$ cat src/rtl/puzzle3_stream_ctrl.sv
// rtl/puzzle3_stream_ctrl.sv - ASCII byte stream sequencer for the day-3 max-pair joltage datapath
module puzzle3_stream_ctrl #(
    parameter int SUM_W        = 32,
    parameter int CNT_W        = 16,
    parameter int DRAIN_CYCLES = 4
) (
    input  logic             clk,
    input  logic             rst,
    input  logic             start,
    input  logic             in_valid,
    output logic             in_ready,
    input  logic [7:0]       in_char,
    input  logic             in_last,
    output logic             dp_clear,
    output logic [3:0]       dp_data,
    output logic             dp_wr_en,
    output logic             dp_bank_end,
    input  logic [SUM_W-1:0] dp_sum,
    output logic             busy,
    output logic             done,
    output logic [SUM_W-1:0] result,
    output logic [CNT_W-1:0] bank_count,
    output logic [CNT_W-1:0] digit_count,
    output logic [CNT_W-1:0] err_count
);

    typedef enum logic [2:0] {
        S_IDLE,
        S_CLEAR,
        S_RUN,
        S_FLUSH,
        S_DRAIN,
        S_DONE
    } state_t;

    localparam int DW = (DRAIN_CYCLES > 1) ? $clog2(DRAIN_CYCLES) : 1;

    state_t        state;
    state_t        state_nxt;
    logic [DW-1:0] drain_cnt;
    logic          drain_last;

    logic [3:0]    hold_val;
    logic          hold_vld;

    logic          start_run;
    logic          accept;
    logic          is_digit;
    logic          is_sep;
    logic          emit;
    logic          emit_end;

    assign is_digit   = (in_char >= 8'h30) && (in_char <= 8'h39);
    assign is_sep     = (in_char == 8'h0A) || (in_char == 8'h0D);
    assign drain_last = (drain_cnt == DW'(DRAIN_CYCLES - 1));

    always_ff @(posedge clk) begin
        if (rst) begin
            state <= S_IDLE;
        end else begin
            state <= state_nxt;
        end
    end

    always_comb begin
        state_nxt = state;
        in_ready  = 1'b0;
        dp_clear  = 1'b0;
        busy      = 1'b1;
        done      = 1'b0;
        start_run = 1'b0;
        accept    = 1'b0;
        emit      = 1'b0;
        emit_end  = 1'b0;
        case (state)
            S_IDLE: begin
                busy = 1'b0;
                if (start) begin
                    start_run = 1'b1;
                    state_nxt = S_CLEAR;
                end
            end
            S_CLEAR: begin
                dp_clear  = 1'b1;
                state_nxt = S_RUN;
            end
            S_RUN: begin
                in_ready = 1'b1;
                accept   = in_valid;
                // The held digit goes out once the next byte tells us whether it ends its bank.
                if (accept && hold_vld && (is_digit || is_sep)) begin
                    emit     = 1'b1;
                    emit_end = is_sep;
                end
                if (accept && in_last) begin
                    state_nxt = S_FLUSH;
                end
            end
            S_FLUSH: begin
                emit      = hold_vld;
                emit_end  = hold_vld;
                state_nxt = S_DRAIN;
            end
            S_DRAIN: begin
                if (drain_last) begin
                    state_nxt = S_DONE;
                end
            end
            S_DONE: begin
                busy = 1'b0;
                done = 1'b1;
                if (start) begin
                    start_run = 1'b1;
                    state_nxt = S_CLEAR;
                end
            end
            default: begin
                state_nxt = S_IDLE;
            end
        endcase
    end

    always_ff @(posedge clk) begin
        if (rst) begin
            dp_data     <= 4'd0;
            dp_wr_en    <= 1'b0;
            dp_bank_end <= 1'b0;
            hold_val    <= 4'd0;
            hold_vld    <= 1'b0;
            drain_cnt   <= '0;
            result      <= '0;
            bank_count  <= '0;
            digit_count <= '0;
            err_count   <= '0;
        end else begin
            dp_wr_en    <= emit;
            dp_bank_end <= emit_end;
            dp_data     <= emit ? hold_val : 4'd0;

            if (start_run) begin
                hold_val    <= 4'd0;
                hold_vld    <= 1'b0;
                result      <= '0;
                bank_count  <= '0;
                digit_count <= '0;
                err_count   <= '0;
            end

            if (accept) begin
                if (is_digit) begin
                    hold_val <= in_char[3:0];
                    hold_vld <= 1'b1;
                end else if (is_sep) begin
                    hold_vld <= 1'b0;
                end else if (err_count != '1) begin
                    err_count <= err_count + 1'b1;
                end
                // A final byte that is a digit stays held for the FLUSH cycle.
            end

            if (state == S_FLUSH) begin
                hold_vld <= 1'b0;
            end

            if (emit && (digit_count != '1)) begin
                digit_count <= digit_count + 1'b1;
            end
            if (emit_end && (bank_count != '1)) begin
                bank_count <= bank_count + 1'b1;
            end

            if (state == S_DRAIN) begin
                drain_cnt <= drain_cnt + 1'b1;
                if (drain_last) begin
                    result <= dp_sum;
                end
            end else begin
                drain_cnt <= '0;
            end
        end
    end

endmodule
$ cat config.mk
export PLATFORM = sky130hd
export DESIGN_NAME = puzzle3_stream_ctrl
export DESIGN_NICKNAME = d
export VERILOG_FILES = /design/src/rtl/puzzle3_stream_ctrl.sv
export SDC_FILE = /design/constraint.sdc
export NUM_CORES = 1
export LEC_CHECK = 0
export CAP_MARGIN = 20
export CORE_UTILIZATION = 50
export CTS_CLUSTER_SIZE = 10
export DETAILED_ROUTE_END_ITERATION = 7
export GPL_ROUTABILITY_DRIVEN = 1
export PLACE_DENSITY = 0.95
export SLEW_MARGIN = 10
export SYNTH_ARGS = -nofsm -noshare
export SYNTH_HDL_FRONTEND = slang
export SYNTH_SLANG_ARGS = --single-unit
$ cat constraint.sdc
create_clock -name clk -period 5.8 [get_ports clk]
set_input_delay 1.16 -clock clk [delete_from_list [all_inputs] [get_ports clk]]
set_output_delay 1.16 -clock clk [all_outputs]
set_load 0.01 [all_outputs]
==> results.md <==
* Max-capacitance violation count at 0
* Synthesized area divided by synthesized cell count at approximately 8.6 µm²
* Share of post-route cells with drive strength above 1 at about 5.5%
* CP Launch Type: primary input
* Fraction of post-synthesis cell area in the top cell type by area at 43.8%
* Buffer cell driving the clock tree root: sky130_fd_sc_hd__clkbuf_8
* Final TNS setup at 0 ns
* Area of all placed cells without fillers at between 6000 and 7000 µm²
* Relative slew margins at a little under half
* Number of I/O pins at between 100 and 150
* Leading cell types by total area after synthesis: sky130_fd_sc_hd__dfxtp_1, sky130_fd_sc_hd__a22oi_1, sky130_fd_sc_hd__nor2_1
* Largest net degree at the start of global routing at between 60 and 70
* Cell count after synthesis at between 500 and 600
* Postcts setup bufs at 0
* DRT Wirelength at 12.3 mm
* Clock Pin Slew Worst Setup and Hold Paths at 0.10 ns
* Relative contribution of combinational cells to total power at 8.3%
* Part of the power in the clock network at between 40% and 50%
* Worst-skew pair later-pin latency at around 0.37 ns
* Placed inst area at 5790 µm²
* Number of antenna violations at the first check in global routing at 0
* Post-Place Cells at a little over 700
* Clk sink count at between 90 and 100
* Filler Cells Inserted at between 600 and 700
* CTS tree: done
* Post-DR vias/cell at ~6.2
* Most common library cell in the layout ignoring fill and taps: sky130_fd_sc_hd__clkdlybuf4s50_1
* Summed instance area of the synthesized netlist at around 4400 µm²
* Count of buffers inserted at the top-level ports at 134
* Class of the tightest hold or removal check: flip-flop to flip-flop
* Library cell with the largest summed area after synthesis: sky130_fd_sc_hd__dfxtp_1
* Number of warnings issued by yosys at 0
* Final weighted congestion of routability-driven global placement at 0.895
* Net count after synthesis at between 500 and 600
* Die height at between 90 and 100 µm
* DRC violations left at 0
* Relative contribution of sequential cells to total power at 50.7%
* Average detailed-routed wire length per instance at 16.5 µm
* Pins Over Slew Limit at 0
* Number of DRC markers in iteration 0 at 283
* Router iterations before antenna repair at 6
* Status: finished, final reports clean
* H-tree levels at 3
* Arrival @ worst endpoint at 3.76 ns
* Antenna Cells at 0
* Total of hold buffers inserted after clock tree synthesis at 0
* Setup repair after global routing missed its margin: no
* Worst endpoint required time at approximately 6 ns
* Distinct cell type count after synthesis at 58
* Flops & latches, synth at between 90 and 100
* Worst path setup slack after routing at approximately 2.3 ns
* Final number of setup-violating endpoints at 0
* Switching power share of the total at between 20 and 25%
* Top flip-flop cell by instance count after synthesis: sky130_fd_sc_hd__dfxtp_1
* CTS-repair resized insts at 0
* Global Route Usage Sum at between 20% and 30%
* Die Outline Area at roughly 9200 µm²
* Floorplan row count at 33
* Type of the worst setup path: primary input to flip-flop
* Number of nets in the layout at ~700
* X dimension of the die at roughly 96 µm
* Internal power at around 1000 µW
* Final period util at 60.2%
* Antenna violation net count after detailed routing at 0
* Global route total overflow at 0
* Pin slew with the least headroom to its limit at between 0.8 and 0.9 ns
* Area grow syn2layout at 37.4%
* Final standard cell utilization of the core at 72.4%
* Clock period minus worst slack at between 3 and 4 ns
* Worst Skew at roughly 0.011 ns
* Power Total at roughly 1.3 mW
* F_max at roughly 290 MHz
* Floorplan core area at 8340 µm²
* Pwr Density at roughly 220 nW/µm²
* Maximum buffer depth of the clock tree at 2
* Async set-reset flop share out of synthesis at 0%
* Starting Density at about 53%
* Number of hold violations in the final report at 0
* Maximum VDD drop at 0.174 mV
* HPWL Detailed at 8.35 mm
* Biggest fanout along the worst timing path at 18
* Most frequent cells in the layout: sky130_fd_sc_hd__clkdlybuf4s50_1, sky130_fd_sc_hd__dfxtp_1, sky130_fd_sc_hd__nor2_1, sky130_fd_sc_hd__nand2_1, sky130_fd_sc_hd__a22oi_1
* Sw Pwr at about 320 µW
* Pre-CTS setup slack at around 2 ns
* Element type at the critical path end: flip-flop
* Count of placed standard cells in the final layout, fillers left out at about 740
* Post-synth EDFFs at 0
* Detailed-route via count at ~4600
* Leakage power at between 2 and 2.5 nW
* Worst Hold Margin at roughly 0.46 ns
* Number of global-route vias before repair at 4324
* Part of the Yosys area used for sequential elements at ~44%
* Number of buffers created by CTS at 9
* Global-route wire length before repair at between 15 and 20 mm
cells in the mapped netlist (2+ instances only):
library cell,count
sky130_fd_sc_hd__nor4_2,2
sky130_fd_sc_hd__nor3_1,10
sky130_fd_sc_hd__a211o_1,4
sky130_fd_sc_hd__dfxtp_1,96
sky130_fd_sc_hd__xnor2_1,5
sky130_fd_sc_hd__buf_2,6
sky130_fd_sc_hd__a31oi_1,8
sky130_fd_sc_hd__nor2_1,50
sky130_fd_sc_hd__inv_1,17
sky130_fd_sc_hd__a221oi_1,10
sky130_fd_sc_hd__xor2_1,2
sky130_fd_sc_hd__o21ai_0,15
sky130_fd_sc_hd__a22oi_1,32
sky130_fd_sc_hd__nor2b_1,4
sky130_fd_sc_hd__and3_1,11
sky130_fd_sc_hd__o22ai_1,6
sky130_fd_sc_hd__nor4_1,2
sky130_fd_sc_hd__nor3b_1,4
sky130_fd_sc_hd__and2_1,6
sky130_fd_sc_hd__nand2_1,46
sky130_fd_sc_hd__a21o_1,3
sky130_fd_sc_hd__or2_2,2
sky130_fd_sc_hd__nand2b_1,4
sky130_fd_sc_hd__ha_1,4
sky130_fd_sc_hd__o21ai_1,6
sky130_fd_sc_hd__nand4_1,17
sky130_fd_sc_hd__or3_1,10
sky130_fd_sc_hd__nand3b_1,2
sky130_fd_sc_hd__nand3_1,28
sky130_fd_sc_hd__clkbuf_1,21
sky130_fd_sc_hd__o211ai_1,9
sky130_fd_sc_hd__mux2i_1,8
sky130_fd_sc_hd__a22o_1,6
sky130_fd_sc_hd__and4_1,7
sky130_fd_sc_hd__a21oi_1,19
sky130_fd_sc_hd__o31ai_1,3
sky130_fd_sc_hd__or4_1,6
sequential cells by signal (all words and copies together), names as in the netlist:
name         flops
dp_bank_end      1
result          32
state            3
drain_cnt        2
dp_data          4
hold_vld         1
bank_count      16
digit_count     16
hold_val         4
err_count       16
dp_wr_en         1
cell families (layout without fill, tap and decap cells):
group           Yosys count  after routing  share of synthesized area (%)
simple gates            216            216                           26.0
compound gates          135            135                           21.8
flops                    96             96                           43.8
buf+inv                  46            172                           4.10
mux                       8              8                           1.82
xor+xnor                  7              7                           1.40
fa+ha+maj                 4              4                           1.14
final cells by class:
cell class	instances	area [µm²]	area share, %
timing repair buffer	138	1370	22.8
inverter	18	67.6	1.12
multi-input combinational	370	2290	38.0
clock inverter	7	124	2.05
sequential	96	1920	31.8
tap	105	131	2.18
clock buffer	9	124	2.05
final timing paths:
check	from	slack, ns	cells after the start	endpoint
setup / recovery	in_valid	2.31	6	bank_count[14]
hold / removal	drain_cnt[0]	0.46	1	drain_cnt[0]
setup reg to reg	state[1]	3.14	5	bank_count[14]
hold reg to reg	drain_cnt[0]	0.46	1	drain_cnt[0]
power groups by stage:
| stage | Combinational, mW | Clock, mW | Sequential [mW] |
|---|---|---|---|
| 2_1_floorplan | 0.0559 | 0 | 0.679 |
| 3_5_place_dp | 0.107 | 0 | 0.683 |
| 6_report | 0.109 | 0.542 | 0.668 |
| 5_1_grt | 0.118 | 0.575 | 0.669 |
| 4_1_cts | 0.108 | 0.545 | 0.668 |
| 3_3_place_gp | 0.104 | 0 | 0.683 |
worst max-delay path, stage by stage:
cell and delay [ns]:
sky130_fd_sc_hd__clkdlybuf4s50_1 0.60, sky130_fd_sc_hd__and4bb_1 0.54, sky130_fd_sc_hd__o2111ai_2 0.28, sky130_fd_sc_hd__a211o_1 0.56, sky130_fd_sc_hd__and2_1 0.32, sky130_fd_sc_hd__a211o_1 0.31
routing by layer:
layer | wire length (µm) | vias to the layer above | global-route usage (%)
li1 | - | 2148 | -
met1 | 4980 | 2207 | 33.6
met2 | 5950 | 227 | 45.9
met3 | 1090 | 27 | 7.50
met4 | 231 | 0 | 9.08
met5 | 0 | - | 0
(Power assumes the default switching activity.)
